$ cat src/rtl/id_ex_stage.sv
// ID/EX pipeline register with load-use hazard detection, memory-stall freeze,
// branch flush and a saturating count of inserted load-use bubbles.
module id_ex_stage #(
  parameter int DATA_W   = 16,
  parameter int REG_ID_W = 4
) (
  input  logic                clk,
  input  logic                rst,
  input  logic                id_valid,
  input  logic [3:0]          id_opcode,
  input  logic [REG_ID_W-1:0] id_src1,
  input  logic [REG_ID_W-1:0] id_src2,
  input  logic                id_uses_src1,
  input  logic                id_uses_src2,
  input  logic [REG_ID_W-1:0] id_dst,
  input  logic                id_reg_write,
  input  logic                id_mem_read,
  input  logic                id_mem_write,
  input  logic [DATA_W-1:0]   id_imm,
  input  logic [DATA_W-1:0]   id_pc,
  input  logic [DATA_W-1:0]   rf_data1,
  input  logic [DATA_W-1:0]   rf_data2,
  input  logic                mem_stall,
  input  logic                flush,
  output logic                stall_if_id,
  output logic                ex_valid,
  output logic [3:0]          ex_opcode,
  output logic [REG_ID_W-1:0] ex_src1,
  output logic [REG_ID_W-1:0] ex_src2,
  output logic [REG_ID_W-1:0] ex_dst,
  output logic                ex_reg_write,
  output logic                ex_mem_read,
  output logic                ex_mem_write,
  output logic [DATA_W-1:0]   ex_data1,
  output logic [DATA_W-1:0]   ex_data2,
  output logic [DATA_W-1:0]   ex_imm,
  output logic [DATA_W-1:0]   ex_pc,
  output logic [15:0]         bubble_count
);

  localparam logic [REG_ID_W-1:0] ID_ZERO   = {REG_ID_W{1'b0}};
  localparam logic [DATA_W-1:0]   DATA_ZERO = {DATA_W{1'b0}};

  function automatic logic [15:0] sat_inc(input logic [15:0] value);
    if (value == 16'hFFFF) begin
      sat_inc = 16'hFFFF;
    end else begin
      sat_inc = value + 16'd1;
    end
  endfunction

  logic                r_ex_valid;
  logic [3:0]          r_ex_opcode;
  logic [REG_ID_W-1:0] r_ex_src1;
  logic [REG_ID_W-1:0] r_ex_src2;
  logic [REG_ID_W-1:0] r_ex_dst;
  logic                r_ex_reg_write;
  logic                r_ex_mem_read;
  logic                r_ex_mem_write;
  logic [DATA_W-1:0]   r_ex_data1;
  logic [DATA_W-1:0]   r_ex_data2;
  logic [DATA_W-1:0]   r_ex_imm;
  logic [DATA_W-1:0]   r_ex_pc;
  logic [15:0]         r_bubble_count;

  logic w_src1_hit;
  logic w_src2_hit;
  logic w_load_use;
  logic w_bubble;

  // Hazard detection against the load sitting in EX; ID 0 is an ordinary register.
  always_comb begin
    w_src1_hit = id_uses_src1 & (id_src1 == r_ex_dst);
    w_src2_hit = id_uses_src2 & (id_src2 == r_ex_dst);
    w_load_use = r_ex_valid & r_ex_mem_read & id_valid & (w_src1_hit | w_src2_hit);
    w_bubble   = flush | w_load_use | ~id_valid;
    if (rst) begin
      stall_if_id = 1'b0;
    end else begin
      stall_if_id = mem_stall | (w_load_use & ~flush);
    end
  end

  // EX-stage register: reset, freeze, deterministic bubble or load from ID.
  always_ff @(posedge clk) begin
    if (rst || (!mem_stall && w_bubble)) begin
      r_ex_valid     <= 1'b0;
      r_ex_opcode    <= 4'h0;
      r_ex_src1      <= ID_ZERO;
      r_ex_src2      <= ID_ZERO;
      r_ex_dst       <= ID_ZERO;
      r_ex_reg_write <= 1'b0;
      r_ex_mem_read  <= 1'b0;
      r_ex_mem_write <= 1'b0;
      r_ex_data1     <= DATA_ZERO;
      r_ex_data2     <= DATA_ZERO;
      r_ex_imm       <= DATA_ZERO;
      r_ex_pc        <= DATA_ZERO;
    end else if (!mem_stall) begin
      r_ex_valid     <= 1'b1;
      r_ex_opcode    <= id_opcode;
      r_ex_src1      <= id_src1;
      r_ex_src2      <= id_src2;
      r_ex_dst       <= id_dst;
      r_ex_reg_write <= id_reg_write;
      r_ex_mem_read  <= id_mem_read;
      r_ex_mem_write <= id_mem_write;
      r_ex_data1     <= rf_data1;
      r_ex_data2     <= rf_data2;
      r_ex_imm       <= id_imm;
      r_ex_pc        <= id_pc;
    end
  end

  // Load-use bubble counter; flush takes priority so a squashed hazard is not counted.
  always_ff @(posedge clk) begin
    if (rst) begin
      r_bubble_count <= 16'h0000;
    end else if (!mem_stall && !flush && w_load_use) begin
      r_bubble_count <= sat_inc(r_bubble_count);
    end
  end

  assign ex_valid     = r_ex_valid;
  assign ex_opcode    = r_ex_opcode;
  assign ex_src1      = r_ex_src1;
  assign ex_src2      = r_ex_src2;
  assign ex_dst       = r_ex_dst;
  assign ex_reg_write = r_ex_reg_write;
  assign ex_mem_read  = r_ex_mem_read;
  assign ex_mem_write = r_ex_mem_write;
  assign ex_data1     = r_ex_data1;
  assign ex_data2     = r_ex_data2;
  assign ex_imm       = r_ex_imm;
  assign ex_pc        = r_ex_pc;
  assign bubble_count = r_bubble_count;

endmodule

$ cat config.mk
export PLATFORM = sky130hd
export DESIGN_NAME = id_ex_stage
export DESIGN_NICKNAME = d
export VERILOG_FILES = /design/src/rtl/id_ex_stage.sv
export SDC_FILE = /design/constraint.sdc
export NUM_CORES = 1
export LEC_CHECK = 0
export ABC_CLOCK_PERIOD_IN_PS = 2100
export BUFFER_PORTS_ARGS = -buffer_cell sky130_fd_sc_hd__clkbuf_2
export CAP_MARGIN = 10
export CORE_MARGIN = 2
export CORE_UTILIZATION = 40
export DETAILED_ROUTE_END_ITERATION = 16
export GPL_TIMING_DRIVEN = 0
export PLACE_DENSITY_LB_ADDON = 0.25
export SYNTH_ARGS = -nofsm -noshare
export SYNTH_HDL_FRONTEND = slang
export SYNTH_SLANG_ARGS = --single-unit
$ cat constraint.sdc
create_clock -name clk -period 2.1 [get_ports clk]
set_input_delay 0.21 -clock clk [delete_from_list [all_inputs] [get_ports clk]]
set_output_delay 0.21 -clock clk [all_outputs]
set_load 0.005 [all_outputs]
### Word-level counts from Yosys, hierarchy flattened

Cells that the tools add are included.

| cells by class | value |
|---|---|
| $add $sub $neg | 1 |
| $mul | 0 |
| divide/modulo/power cells | 0 |
| $lt $le $gt $ge | 0 |
| eq/ne operators | 3 |
| shifts and indexed selects | 0 |
| multiplexer cells | 2 |
| bitwise logic cells | 12 |
| reduce and logical (&&, ||, !) cells | 6 |

Operator list:

| cell | number |
|---|---|
| $add 16x1->16 const B | 1 |
| $eq 16x16->1 const B | 1 |
| $mux 16 | 1 |
| $eq 4x4->1 | 2 |
| $and 1x1->1 | 6 |
| $or 1x1->1 | 4 |
| $logic_and 1x1->1 | 3 |
| $logic_not 1->1 | 2 |
| $not 1->1 | 2 |
| $logic_or 1x1->1 | 1 |
| $mux 1 | 1 |

| storage, ports and cells | value |
|---|---|
| flip-flop bits (word level) | 100 |
| latch bits | 0 |
| memory bits (writable) | 0 |
| memory bits (read-only) | 0 |
| bits of input ports | 90 |
| memories | 0 |

### Longest topological paths before layout

| logic depth | value |
|---|---|
| word-level depth | 8 |
| gate-level depth with buffers | 7 |
| depth with buffers taken out | 6 |

### Least setup slack after synthesis

No wires, ideal clock.

| timing path | value |
|---|---|
| path kind | reg-to-reg |
| start | register r_bubble_count[0], in the netlist bubble_count[0] |
| end | register r_bubble_count[2], in the netlist bubble_count[2] |
| library setup time | 0.088 ns |
| data arrival time | 1.539 ns |
| required time | 2.012 ns |
| setup slack | 0.473 ns |
| stages on the path, launching flop included | 7 |
| cell sequence | dfxtp_1 > ha_1 > and3_2 > nand4_4 > and3_1 > buf_6 > a311oi_2 |

| between the ends | value |
|---|---|
| cells in the longest elaborated chain, start to end | 2 |

RTL lines:

| element | line | text |
|---|---|---|
| start, declared | 64 | `logic [15:0] r_bubble_count;` |
| start signal, assigned | 120 | `r_bubble_count <= sat_inc(r_bubble_count);` |
| $add 16x1->16 / $eq 16x16->1 (equally long branches) | 48, 45 |  |
| $mux 16 * | 45 | `if (value == 16'hFFFF) begin` |

Every way passes the cells marked *; elsewhere a longest branch is shown, timed or not.
A chain may end at the register's enable or synchronous reset.

### Worst setup path after layout

| timing path | value |
|---|---|
| start | register r_ex_dst[3], in the netlist ex_dst[3] |
| end | output stall_if_id |

| between the ends | value |
|---|---|
| cells in the longest elaborated chain, start to end | 7 |

RTL lines:

| element | line | text |
|---|---|---|
| start, declared | 56 | `logic [REG_ID_W-1:0] r_ex_dst;` |
| start signal, assigned | 104 | `r_ex_dst <= id_dst;` |
| $eq 4x4->1, on equally long branches | 73, 74 |  |
| $and 1x1->1, on equally long branches | 73, 74 |  |
| $or 1x1->1 * | 75 | `w_load_use = r_ex_valid & r_ex_mem_read & id_valid & (w_src1_hit \| w_src2_hit);` |
| $and 1x1->1 * | 75 |  |
| $and 1x1->1 * | 80 | `stall_if_id = mem_stall \| (w_load_use & ~flush);` |
| $or 1x1->1 * | 80 |  |
| $mux 1 * | 77 | `if (rst) begin` |
| end, declared | 25 | `output logic stall_if_id,` |

Marked as above.

==> impl_metrics.csv <==
group,metric,value,unit
status,outcome,"finished clean",
pwr,vdd_ir_drop_max,374,µV
synth,synth_edf_count,0,
pwr,p_clk_share,37.8,%
placed_design,dp_hpwl,7.22,mm
global_routing,track_usage,20.1,%
global_routing,grt_max_degree,17,
pwr,p_switching,809,µW
synth,netlist_instances,306,
setup_path,cp_max_fo,10,
pwr,p_sw_share,22.8,%
floorplan,dieHeight,98.2,µm
synth,synth_cell_types,41,
cts,clk_latency,0.36,ns
synth,yosysWarnings,0,
timing,hold_viol_final,0,
setup_path,required,1.89,ns
cts,clkTransAtPathRegs,0.10,ns
floorplan,initial_utilization,40.9,%
setup_path,critPathCaptureType,"primary output",
global_routing,grt-ovfl-total,0,
timing,worst_pin_slew,0.534,ns
pwr,internal_power,2750,µW
layout,multi_input_area,0.00141,mm²
synth,syn_avg_cell_area,11.6,µm²
timing,setup_viol,0,
cts,cts_tree,"done",
detailed_routing,post_drt_wl_per_cell,15.8,µm
layout,final_cells,620,
layout,ff_latch_area,0.00201,mm²
timing,rsz0062_at_grt,"false",
synth,synth_seq_area_share,56.4,%
floorplan,dieArea,0.00964,mm²
cts,cts_root_buf,"clkbuf_8",
setup_path,critical_path.startpoint_type,"register",
global_routing,antenna_found_initial,0,
synth,synth-main-ff-cell,"dfxtp_1",
synth,synth_seq_cells,100,
synth,async_reset_ff_share,0,%
detailed_routing,drc,0,
floorplan,core,0.00868,mm²
detailed_routing,dr.pass1.iters,4,
layout,n_antenna_cell,0,
layout,final_nets,598,
floorplan,ios,191,
cts,h-tree-depth,3,
setup_path,critPathArrivalTime,1.78,ns
layout,area_delta_synth_final,36.9,%
detailed_routing,dr_total_vias,3238,
cts,cts-buffers-inserted,9,
detailed_routing,via_per_inst,5.22,
global_routing,grt_pass1_wl,15.6,mm
placed_design,gp_congestion,0.838,
floorplan,die_w,98.2,µm
timing,skew,0.00780,ns
cts,cts.sinks,100,
pwr,powerDensity,732,mW/mm²
placed_design,port_buffers,189,
synth,syn-num-nets,397,
pwr,comb_power_share,7.1,%
detailed_routing,postRouteAntennaNets,0,
pwr,power_frac_seq,55.1,%
detailed_routing,drt_iter0_markers,51,
floorplan,num_rows,34,
layout,drive_gt1_share,45.5,%
timing,min_period,1.99,ns
cts,clockBufferDepth,2,
global_routing,grt_pass1_vias,3094,
timing,report.final.slew_viol_count,0,
pwr,p_total,3560,µW
timing,fin_setup_tns,0,ns
placed_design,place_inst,603,
detailed_routing,routed_wl,9.79,mm
timing,relSlewSlack,64.4,%
hold_path,hold_class,"input port to register",
layout,nFillCells,809,
pwr,power_leakage,0.00231,µW
timing,fmax,504,MHz
synth,synth_area,0.00355,mm²
setup_path,crit_type,"register to primary output",
job,max_cap_violations,0,
timing,finalCritPeriodShare,94.6,%
## metal layers
layer | part of all wire, % | vias to the layer above | track usage [%]
li1 | - | 1587 | -
met1 | 42 | 1509 | 24.7
met2 | 48 | 131 | 32.4
met3 | 8.7 | 11 | 8.09
met4 | 1.5 | 0 | 6.74
met5 | 0 | - | 0
## worst max-delay path, cell delays in order, from the launching register on
cell	delay, ns
dfxtp_2	0.35
xnor2_1	0.17
nand3_1	0.16
o22ai_2	0.25
buf_4	0.22
a31o_2	0.17
clkbuf_2	0.10
## what timing repair did
action,in CTS,in global routing
gates resized for setup,1,3
endpoints found under the setup margin,1,1
hold buffers,0,0
setup buffers,0,1
pin swaps,0,1
## power groups by stage
stage                     registers, µW  logic [µW]  clock network [µW]
final                              1960         254                1340
after global routing               1960         281                1470
after CTS                          1960         257                1380
after detailed placement           2000         256                   0
after global placement             2000         251                   0
after floorplan                    2000        96.5                   0
## synthesized netlist by cell type (3+ instances only)
cell type  number  share of area [%]
nand3_1         7               0.99
a211oi_1        8                1.7
nand2_1        12                1.3
buf_4           8                1.7
clkbuf_1        8               0.85
nor2_1          8               0.85
and2_1          5               0.88
buf_2           5               0.70
nor3_1          3               0.42
a22o_1         83                 20
dfxtp_1       100                 56
xnor2_1         8                2.0
and3_1          6                1.1
a31oi_1        12                2.1
## layout make-up
class,instances,area share [%]
Multi-Input combinational cell,182,29.1
Sequential cell,100,41.3
Tap cell,108,2.78
Timing Repair Buffer,190,19.6
Clock inverter,5,1.73
Clock buffer,11,2.70
Buffer,24,2.81
## worst paths after layout
path / start / endpoint / slack [ns] / cells after the start
worst min register to register: ex_imm[13]$_SDFFE_PP0N_ / ex_imm[13]$_SDFFE_PP0N_ / 0.48 / 1
worst max register to register: bubble_count[0]$_SDFFE_PP0P_ / bubble_count[13]$_SDFFE_PP0P_ / 0.27 / 6
worst min-delay path: id_pc[6] / ex_pc[6]$_SDFFE_PP0N_ / 0.05 / 2
worst max-delay path: ex_dst[3]$_SDFFE_PP0N_ / stall_if_id / 0.11 / 6
## layout by cell type, fill, tap and decap left out, types with 2 or more instances in the layout
cell type and instances:
a211oi_1 8, a21oi_1 2, a22o_1 83, a311oi_1 2
a311oi_2 2, a31oi_1 12, and2_1 5, and3_1 6
and4_1 2, buf_1 2, buf_2 4, buf_4 10
bufinv_16 2, clkbuf_1 10, clkbuf_2 189, clkbuf_8 9
clkinvlp_4 2, dfxtp_1 97, dfxtp_2 3, nand2_1 12
nand3_1 7, nor2_1 8, nor3_1 3, nor4_1 2
xnor2_1 8
## sequential cells by signal (all words and copies together) (netlist names), 4 cells and up
signal / cells
bubble_count: 16
ex_data1: 16
ex_data2: 16
ex_imm: 16
ex_pc: 16
ex_dst: 4
ex_opcode: 4
ex_src1: 4
ex_src2: 4
## per-stage QoR
step                      area [µm²]  hold WS (ns)  worst slack [ns]  util, %
after floorplan                 3550         0.335             0.473        -
after global placement          4630         0.420             0.239     53.4
after detailed placement        4630         0.423             0.186     53.4
after CTS                       4850        0.0316            0.0497     55.9
after global routing            4860        0.0241            0.0223     56.0
final                           4860        0.0518             0.114     56.0
## logic make-up after synthesis
family	count (synthesis)	share of synthesized area (%)
compound gates	118	28.4
mux	1	0.282
fa+ha+maj	1	0.352
flops	100	56.4
xor+xnor	8	1.97
buf+inv	24	3.77
simple gates	54	8.81
Note: power is estimated with default switching activity, not from simulation.
